==> src/rtl/quad_decoder.sv <==
//-----------------------------------------------------------------------------
// quad_decoder
//
// Quadrature receiver. Two phase-shifted square waves (A leads B for forward
// motion) are synchronised into the clk domain, glitch-filtered, and decoded
// one Gray-code edge at a time into signed steps. The block keeps a wrapping
// position count, flags illegal (double-bit) transitions, and measures the
// number of clk cycles between consecutive valid steps as a speed readout.
//
// Parameters
//   CNT_W     width of the two's-complement position counter (wraps)
//   FILT_LEN  consecutive stable cycles needed before a filtered level moves
//   PER_W     width of the step-period counter and period output
//
// Ports
//   clk         system clock
//   rst         asynchronous reset, active low
//   a_in, b_in  quadrature channels, asynchronous to clk
//   clr         synchronous clear of pos and err_flag
//   pos         position count
//   dir         direction of the last valid step (1 = forward)
//   step        one-cycle pulse per valid step
//   err         one-cycle pulse per illegal transition
//   err_flag    sticky illegal-transition flag
//   period      cycles between the last two valid steps
//   period_vld  one-cycle pulse when period is updated
//-----------------------------------------------------------------------------
module quad_decoder #(
    parameter int CNT_W    = 16,
    parameter int FILT_LEN = 4,
    parameter int PER_W    = 19
) (
    input  logic             clk,
    input  logic             rst,
    input  logic             a_in,
    input  logic             b_in,
    input  logic             clr,
    output logic [CNT_W-1:0] pos,
    output logic             dir,
    output logic             step,
    output logic             err,
    output logic             err_flag,
    output logic [PER_W-1:0] period,
    output logic             period_vld
);

    // Filter and stability counters only ever need to reach FILT_LEN-1:
    // the FILT_LEN-th qualifying edge acts on the value before it is stored.
    localparam int               FCW     = (FILT_LEN > 1) ? $clog2(FILT_LEN) : 1;
    localparam logic [FCW-1:0]   LEN_M1  = FCW'(FILT_LEN - 1);
    localparam logic [PER_W-1:0] PER_MAX = '1;

    typedef enum logic {
        INIT,
        TRACK
    } state_t;

    // Channel vectors are packed as {A, B}: bit 1 is A, bit 0 is B.
    logic [1:0]            sync1_q;
    logic [1:0]            sync2_q;
    logic [1:0]            fltLvl_q,  fltLvl_d;
    logic [1:0][FCW-1:0]   fltCnt_q,  fltCnt_d;
    logic [FCW-1:0]        stabCnt_q, stabCnt_d;
    state_t                state_q,   state_d;
    logic [1:0]            prevAb_q,  prevAb_d;
    logic [CNT_W-1:0]      pos_q,     pos_d;
    logic                  dir_q,     dir_d;
    logic                  step_q,    step_d;
    logic                  err_q,     err_d;
    logic                  errFlag_q, errFlag_d;
    logic [PER_W-1:0]      perCnt_q,  perCnt_d;
    logic [PER_W-1:0]      period_q,  period_d;
    logic                  perVld_q,  perVld_d;
    logic                  seenStep_q, seenStep_d;
    logic                  initDone;

    // INIT ends once the synchronised inputs have held one value for
    // FILT_LEN cycles; that value is then adopted without producing a step.
    assign initDone = (state_q == INIT) && (stabCnt_q == LEN_M1);

    // Two-flop synchronisers, one per channel.
    always_ff @(posedge clk or negedge rst) begin
        if (!rst) begin
            sync1_q <= '0;
            sync2_q <= '0;
        end else begin
            sync1_q <= {a_in, b_in};
            sync2_q <= sync1_q;
        end
    end

    // Stability counter used only while in INIT. It tracks how long sync2
    // has held its current value (count of 0 means "just changed").
    always_comb begin
        stabCnt_d = '0;
        if (state_q == INIT) begin
            if (sync1_q == sync2_q) begin
                stabCnt_d = (stabCnt_q == LEN_M1) ? stabCnt_q : stabCnt_q + 1'b1;
            end
        end
    end

    // Per-channel glitch filter. A channel's counter advances while sync2
    // disagrees with the filtered level and drops to zero as soon as they
    // agree, so only runs of FILT_LEN disagreeing cycles move the level.
    // In INIT the counters are held at zero and the level is loaded
    // directly from sync2 on the exit cycle.
    always_comb begin
        fltLvl_d = fltLvl_q;
        fltCnt_d = '0;
        if (state_q == INIT) begin
            if (initDone) begin
                fltLvl_d = sync2_q;
            end
        end else begin
            for (int ch = 0; ch < 2; ch++) begin
                if (sync2_q[ch] != fltLvl_q[ch]) begin
                    if (fltCnt_q[ch] == LEN_M1) begin
                        fltLvl_d[ch] = sync2_q[ch];
                    end else begin
                        fltCnt_d[ch] = fltCnt_q[ch] + 1'b1;
                    end
                end
            end
        end
    end

    // Decoder FSM. In TRACK the previous filtered {A,B} is compared with the
    // current one; a single-bit change is a step, a double-bit change is an
    // error that still updates the reference state. clr overrides pos and
    // err_flag but leaves the pulses and dir alone.
    always_comb begin
        state_d   = state_q;
        prevAb_d  = prevAb_q;
        pos_d     = pos_q;
        dir_d     = dir_q;
        step_d    = 1'b0;
        err_d     = 1'b0;
        errFlag_d = errFlag_q;

        unique case (state_q)
            INIT: begin
                if (initDone) begin
                    state_d  = TRACK;
                    prevAb_d = sync2_q;
                end
            end
            TRACK: begin
                prevAb_d = fltLvl_q;
                case ({prevAb_q, fltLvl_q})
                    4'b00_10, 4'b10_11, 4'b11_01, 4'b01_00: begin
                        pos_d  = pos_q + 1'b1;
                        dir_d  = 1'b1;
                        step_d = 1'b1;
                    end
                    4'b00_01, 4'b01_11, 4'b11_10, 4'b10_00: begin
                        pos_d  = pos_q - 1'b1;
                        dir_d  = 1'b0;
                        step_d = 1'b1;
                    end
                    4'b00_11, 4'b11_00, 4'b10_01, 4'b01_10: begin
                        err_d     = 1'b1;
                        errFlag_d = 1'b1;
                    end
                    default: begin
                    end
                endcase
            end
            default: begin
                state_d = INIT;
            end
        endcase

        if (clr) begin
            pos_d     = '0;
            errFlag_d = 1'b0;
        end
    end

    // Step-period measurement. The free-running counter saturates; on a
    // valid step it restarts at 1 and its old value becomes the period.
    // The very first step after reset has no earlier step to measure from,
    // so it only arms the logic.
    always_comb begin
        perCnt_d   = (perCnt_q == PER_MAX) ? perCnt_q : perCnt_q + 1'b1;
        period_d   = period_q;
        perVld_d   = 1'b0;
        seenStep_d = seenStep_q;
        if (step_d) begin
            perCnt_d   = PER_W'(1);
            seenStep_d = 1'b1;
            if (seenStep_q) begin
                period_d = perCnt_q;
                perVld_d = 1'b1;
            end
        end
    end

    // State registers for filter, FSM, outputs and period logic.
    always_ff @(posedge clk or negedge rst) begin
        if (!rst) begin
            fltLvl_q   <= '0;
            fltCnt_q   <= '0;
            stabCnt_q  <= '0;
            state_q    <= INIT;
            prevAb_q   <= '0;
            pos_q      <= '0;
            dir_q      <= 1'b0;
            step_q     <= 1'b0;
            err_q      <= 1'b0;
            errFlag_q  <= 1'b0;
            perCnt_q   <= '0;
            period_q   <= '0;
            perVld_q   <= 1'b0;
            seenStep_q <= 1'b0;
        end else begin
            fltLvl_q   <= fltLvl_d;
            fltCnt_q   <= fltCnt_d;
            stabCnt_q  <= stabCnt_d;
            state_q    <= state_d;
            prevAb_q   <= prevAb_d;
            pos_q      <= pos_d;
            dir_q      <= dir_d;
            step_q     <= step_d;
            err_q      <= err_d;
            errFlag_q  <= errFlag_d;
            perCnt_q   <= perCnt_d;
            period_q   <= period_d;
            perVld_q   <= perVld_d;
            seenStep_q <= seenStep_d;
        end
    end

    assign pos        = pos_q;
    assign dir        = dir_q;
    assign step       = step_q;
    assign err        = err_q;
    assign err_flag   = errFlag_q;
    assign period     = period_q;
    assign period_vld = perVld_q;

endmodule
==> config.mk <==
export PLATFORM = sky130hd
export DESIGN_NAME = quad_decoder
export DESIGN_NICKNAME = d
export VERILOG_FILES = /design/src/rtl/quad_decoder.sv
export SDC_FILE = /design/constraint.sdc
export NUM_CORES = 1
export LEC_CHECK = 0
export ABC_AREA = 1
export CAP_MARGIN = 25
export CORE_ASPECT_RATIO = 0.5
export CORE_MARGIN = 2
export CORE_UTILIZATION = 32
export DETAILED_ROUTE_END_ITERATION = 16
export PLACE_DENSITY = 0.6
export SLEW_MARGIN = 10
export SYNTH_ARGS = -nofsm -noshare
export SYNTH_HDL_FRONTEND = slang
export SYNTH_SLANG_ARGS = --single-unit
==> constraint.sdc <==
create_clock -name clk -period 6.35 [get_ports clk]
set_input_delay 1.5875 -clock clk [delete_from_list [all_inputs] [get_ports clk]]
set_output_delay 1.5875 -clock clk [all_outputs]
set_load 0.01 [all_outputs]
==> out/metrics.csv, run 1 <==
stage;metric;value;unit
outcome;status;completed;
clocking;cts_resized;0;
setup_path;slowest_delay;0.58;ns
power_and_ir_drop;p_per_area;427;nW/um2
clocking;cts_tree;built;
routing;drc;0;
die;row_count;29;
final_layout;nets;611;
yosys;yosys.area.top_type;dfrtp_1;
yosys;ys_seq_area_share;44.4;%
power_and_ir_drop;internal_power;0.00131;W
min_path;min-delay-start;sync1_q[0];
place;gp_congestion;0.824;
die;die_width;167;um
power_and_ir_drop;pwr-share-comb;43.9;%
clocking;clkSlewWorstSetupHoldPaths;0.06;ns
place;portBuffers;44;
setup_path;path_cells;clkdlybuf4s50_1;
power_and_ir_drop;power;0.00220;W
yosys;syn_area;4230;um2
yosys;synthTopCellsByCount;nand2_1 (184), dfrtp_1 (75), inv_1 (73);
yosys;syn_nets;563;
setup_path;critPathBufInv;1;
global_routing;antenna_found_initial;0;
yosys;syn-instance-count;537;
final_layout;seqCellArea;1880;um2
clocking;worstSkewPairLatency;0.33;ns
yosys;yosys.cell_types.count;30;
final_layout;final_cells;760;
power_and_ir_drop;seqPwrFrac;31.2;%
clocking;clk_path_buf_depth;2;
power_and_ir_drop;p_leak;2.55;nW
die;ios;45;
timing;hold_viol;0;
die;initial_core_util;33.1;%
min_path;min_delay_worst_endpoint;sync2_q[0];
routing;wl_per_cell;11.8;um
timing;post-route-period-util;46.7;%
final_layout;antenna_cells;0;
final_layout;multi_input_area;2000;um2
global_routing;grt_usage;13.6;%
die;core-area;12800;um2
final_layout;syn_to_final_growth;22.0;%
yosys;avgSynthCellArea;7.87;um2
setup_path;crit_path_end_kind;primary output;
setup_path;r2r_start;fltLvl_q[1];
setup_path;cp_slowest_cell;clkdlybuf4s50_1;
setup_path;r2r-end;pos[13];
routing;viasPerCell;4.48;
timing;fmax;0.337;GHz
clocking;clkSinkCount;75;
setup_path;worstPathMaxFanout;6;
global_routing;grt_overflow;0;
setup_path;crit_type;reg2out;
setup_path;path_delay_family;buffers and inverters;
global_routing;grt_pass1_wl;15600;um
timing;rsz0062_at_grt;false;
flow_run;maxCapViolations;0;
clocking;cts_setup_buffers;0;
final_layout;drive_gt1_share;7.97;%
yosys;yosysMostFrequentCell;nand2_1;
place;dp.cells;743;
routing;ant_nets;0;
die;die_h;85.3;um
yosys;synth_edf_count;0;
global_routing;grt_pass1_vias;3250;
timing;drv_slew;0;
setup_path;reg2reg_slack;3.68;ns
clocking;htreeDepth;3;
timing;worst_pin_slew;0.644;ns
setup_path;startpoint;pos[0];
setup_path;r2r.worst_path.cells;12;
min_path;hold_path.class;reg2reg;
power_and_ir_drop;p_sw_share;40.4;%
setup_path;crit_arrival;1.38;ns
place;place_ws;3.54;ns
setup_path;worst_setup_path_start_kind;register;
final_layout;num-fill-cells;1325;
global_routing;grt_max_degree;76;
yosys;yosysTopAreaCellShare;44.4;%
clocking;cts-buffers-inserted;9;
yosys;async_flop_share;100;%
power_and_ir_drop;p_sw;0.000889;W
die;dieArea;14200;um2
timing;fin_skew;0.00679;ns
clocking;cts_hold_buf;0;
routing;vias;3405;
power_and_ir_drop;max-vdd-ir-drop;0.164;mV
timing;setup_viol;0;
timing;setup_ws;3.39;ns
clocking;cts_root_buffer;clkbuf_16;
routing;routed_wl;8970;um
min_path;hold_depth;0;
place;dp_hpwl;6560;um
yosys;yosysWarnings;0;
power_and_ir_drop;p_clk_share;24.9;%
yosys;synthFlopType;dfrtp_1;
final_layout;final_util;40.4;%
routing;drtPass1Iterations;4;
timing;fin_tns_setup;0;ns
yosys;synth.area.top_cells;dfrtp_1 (44%), nand2_1 (16%), inv_1 (6.5%), ha_1 (5.9%), nand3_1 (3.9%);
timing;slew_headroom;57.0;%
routing;drt_iter0_drc;230;
setup_path;crit_required;4.76;ns
yosys;ys_ff_latch;75;
timing;period_minus_slack;2.96;ns
-- stage by stage --
step | cell area [um2] | hold WS, ns
after floorplan | 4230 | 0.373
after global placement | 4810 | 0.380
after detailed placement | 4810 | 0.383
after CTS | 5130 | 0.398
after global routing | 5160 | 0.413
final | 5160 | 0.395
-- cell usage in the layout, fill, tap and decap left out, drive strengths merged, types with 5 or more instances in the layout --
master	synthesis	routed
o21ai	36	36
inv	75	75
a21oi	16	16
a31oi	8	8
nand4	5	5
ha	20	20
nand2	189	189
dfrtp	75	75
xor2	8	8
nand3	34	34
clkdlybuf4s50	0	43
clkbuf	0	12
nor2	34	34
nor3	11	11
xnor2	12	12
-- area by class of cell --
type / instances / area share, %
Multi-Input combinational cell: 379 / 38.7
Clock buffer: 12 / 4.78
Inverter: 75 / 5.51
Timing Repair Buffer: 45 / 9.02
Clock inverter: 4 / 1.43
Tap cell: 170 / 4.12
Sequential cell: 75 / 36.4
-- worst max path at each step --
stage | to | slack, ns | cells after the start
final | pos[0] | 3.39 | 1
after floorplan | pos[13] | 4.15 | 13
after global routing | pos[0] | 3.33 | 1
after CTS | pos[0] | 3.37 | 1
after global placement | pos[6] | 3.59 | 4
after detailed placement | pos[2] | 3.54 | 4
-- state kept, by name, indices dropped and copies added (netlist names), 2 cells and up --
signal     cells
sync2_q        2
fltCnt_q       4
perCnt_q      19
pos           16
prevAb_q       2
period        19
sync1_q        2
fltLvl_q       2
stabCnt_q      2
-- power by group through the flow --
stage / logic (W) / registers (W) / clock network, W
2_1_floorplan: 0.000719 / 0.000688 / 0
3_3_place_gp: 0.000961 / 0.000695 / 0
3_5_place_dp: 0.000973 / 0.000695 / 0
4_1_cts: 0.000980 / 0.000689 / 0.000559
5_1_grt: 0.00111 / 0.000702 / 0.000582
6_report: 0.000967 / 0.000687 / 0.000549
-- cell families after synthesis --
family                     after synthesis  synth area share (%)
xor gates and xnor gates                20                  4.14
adders and majority gates               21                  6.39
and+or+nand+nor                        276                  27.5
DFF                                     75                  44.4
buffers and inverters                   83                  8.32
AOI/OAI and AO/OA                       62                  9.21
-- per-layer routing --
layer  track usage (%)  part of all wire (%)  routed length, um
met1              17.5                    50               4470
met2              22.4                    46               4110
met3              3.59                   3.3                294
met4              4.47                   1.1                100
met5                 0                     0                  0
Note: power is estimated with default switching activity, not from simulation.
==> run 2, diff against run 1 <==
--- a/config.mk
+++ b/config.mk
@@ -11,7 +11,7 @@
 export CORE_MARGIN = 2
 export CORE_UTILIZATION = 32
 export DETAILED_ROUTE_END_ITERATION = 16
-export PLACE_DENSITY = 0.6
+export PLACE_DENSITY = 0.62
 export SLEW_MARGIN = 10
 export SYNTH_ARGS = -nofsm -noshare
 export SYNTH_HDL_FRONTEND = slang
==> constraint.sdc (replaced) <==
create_clock -name clk -period 2.6 [get_ports clk]
set_input_delay 0.65 -clock clk [delete_from_list [all_inputs] [get_ports clk]]
set_output_delay 0.65 -clock clk [all_outputs]
set_load 0.01 [all_outputs]
==> run 2 against run 1 <==
Global-route usage increased by 0.59 points. Die area stayed put. Sequential share of layout area about the same. Non-clock buffer count up 2. Utilization barely moved. Largest power group unchanged.
==> out/metrics.csv, run 2 (same netlist as run 1, synthesis figures left out) <==
stage;metric;value;unit;change
global_routing;grt_pass1_vias;3414;;+5.0%
timing;fin_skew;0.00751;ns;+0.000716 ns
setup_path;crit_arrival;2.57;ns;+1.19 ns
place;gp_congestion;0.845;;+2.5%
timing;rsz0062_at_grt;false;;
die;core-area;12800;um2;unchanged
final_layout;multi_input_area;2000;um2;unchanged
setup_path;cp_slowest_cell;dfrtp_1;;
global_routing;antenna_found_initial;0;;unchanged
timing;hold_viol;0;;unchanged
final_layout;mostFrequentLayoutCell;nand2_1;;
place;portBuffers;44;;unchanged
routing;ant_nets;0;;unchanged
final_layout;nets;613;;+0.33%
outcome;status;completed;;
timing;fmax;0.426;GHz;
setup_path;crit_path_end_kind;register;;
place;dp_hpwl;6730;um;+2.6%
timing;fin_tns_setup;0;ns;unchanged
clocking;cts_resized;0;;unchanged
routing;wl_per_cell;12.1;um;+2.8%
power_and_ir_drop;p_per_area;1050;nW/um2;+150%
clocking;cts_hold_buf;0;;unchanged
final_layout;seqCellArea;1880;um2;unchanged
routing;drt_iter0_drc;142;;-38%
die;die_h;85.3;um;unchanged
routing;drc;0;;unchanged
final_layout;drive_gt1_share;8.45;%;+0.48 points
setup_path;worstPathMaxFanout;17;;+11
timing;period_minus_slack;2.34;ns;
clocking;clkSinkCount;75;;unchanged
clocking;htreeDepth;3;;unchanged
clocking;cts_root_buffer;clkbuf_16;;
die;dieArea;14200;um2;unchanged
routing;viasPerCell;4.62;;+3.1%
clocking;cts_tree;built;;
setup_path;crit_top_cell;nand2_1;;
timing;setup_viol;0;;unchanged
setup_path;critPathBufInv;2;;+1
timing;post-route-period-util;90.2;%;
final_layout;final_cell_mix;nand2_1 (184), dfrtp_1 (75), inv_1 (73), clkdlybuf4s50_1 (43), nand3_1 (33);;
global_routing;grt_overflow;0;;unchanged
global_routing;grt_usage;14.2;%;+0.59 points
die;initial_core_util;33.1;%;unchanged
global_routing;grt_max_degree;43;;-43%
clocking;clk_path_buf_depth;2;;unchanged
clocking;clkSlewWorstSetupHoldPaths;0.06;ns;about the same
routing;drtPass1Iterations;4;;unchanged
timing;slew_headroom;62.0;%;+5.0 points
final_layout;num-fill-cells;1305;;-1.5%
clocking;worstSkewPairLatency;0.34;ns;about the same
die;die_width;167;um;unchanged
die;ios;45;;unchanged
setup_path;path_cells;xor2_1 -> nand2_2 -> inv_1 -> buf_4 -> ha_1 -> nand2_1 -> nand3_1 -> nand2_1 -> nand2_1 -> nand2_1 -> nand3_1 -> nand3_1 -> nand2_1;;
timing;drv_slew;0;;unchanged
flow_run;maxCapViolations;0;;unchanged
clocking;cts_setup_buffers;0;;unchanged
timing;worst_pin_slew;0.570;ns;-0.0743 ns
setup_path;crit_required;2.83;ns;-1.93 ns
routing;routed_wl;9250;um;+3.1%
setup_path;crit_type;reg2reg;;
routing;vias;3519;;+3.3%
final_layout;antenna_cells;0;;unchanged
setup_path;worst_setup_path_start_kind;register;;
clocking;cts-buffers-inserted;9;;unchanged
power_and_ir_drop;p_leak;2.55;nW;+0.10%
power_and_ir_drop;max-vdd-ir-drop;0.338;mV;+110%
setup_path;path_delay_family;simple AND/OR/NAND/NOR gates;;
global_routing;grt_pass1_wl;16300;um;+4.6%
power_and_ir_drop;power;0.00544;W;+150%
min_path;hold_path.class;in2async;;
setup_path;slowest_delay;0.46;ns;-0.12 ns
die;row_count;29;;unchanged
final_layout;syn_to_final_growth;22.2;%;
[run 2: worst paths after layout]
path	start	end	slack, ns	cells after the start
worst max register to register	fltLvl_q[0]	pos[15]	0.26	13
worst min register to register	sync1_q[1]	sync2_q[1]	0.39	0
max in group asynchronous	rst	perCnt_q[12]	1.71	2
worst max-delay path	fltLvl_q[0]	pos[15]	0.26	13
worst min-delay path	rst	pos[6]	0.30	1
min in group clk	sync1_q[1]	sync2_q[1]	0.39	0
[run 2: final cells by class]
cell class,count,area share [%]
timing repair buffer,47,9.16
clock buffer,10,4.43
multi-input combinational,379,38.7
inverter,75,5.50
sequential,75,36.3
clock inverter,6,1.74
tap,170,4.12
[run 2: power by group]
| group | internal [W] | switching [W] | total (W) |
|---|---|---|---|
| clock | 0.000842 | 0.000505 | 0.00135 |
| sequential | 0.00141 | 0.000269 | 0.00168 |
| combinational | 0.000948 | 0.00146 | 0.00241 |
[run 2: per-stage QoR]
step	worst slack (ns)	util [%]	cells	hold slack (ns)	instance area, um2
final	0.255	40.4	762	0.304	5160
after global routing	0.0162	40.4	762	0.354	5160
after CTS	0.260	40.4	762	0.326	5160
after detailed placement	0.270	37.9	746	0.381	4840
after global placement	0.363	37.9	746	0.378	4840
after floorplan	0.399	-	537	0.354	4230
[run 2: metal layers]
metal	part of all wire [%]	wire, um	vias up	GRT usage [%]
met3	3.9	359	18	3.68
met5	0	0	-	0
met2	44	4110	52	23.1
li1	-	-	1804	-
met4	1.9	179	0	5.49
met1	50	4600	1645	18.2
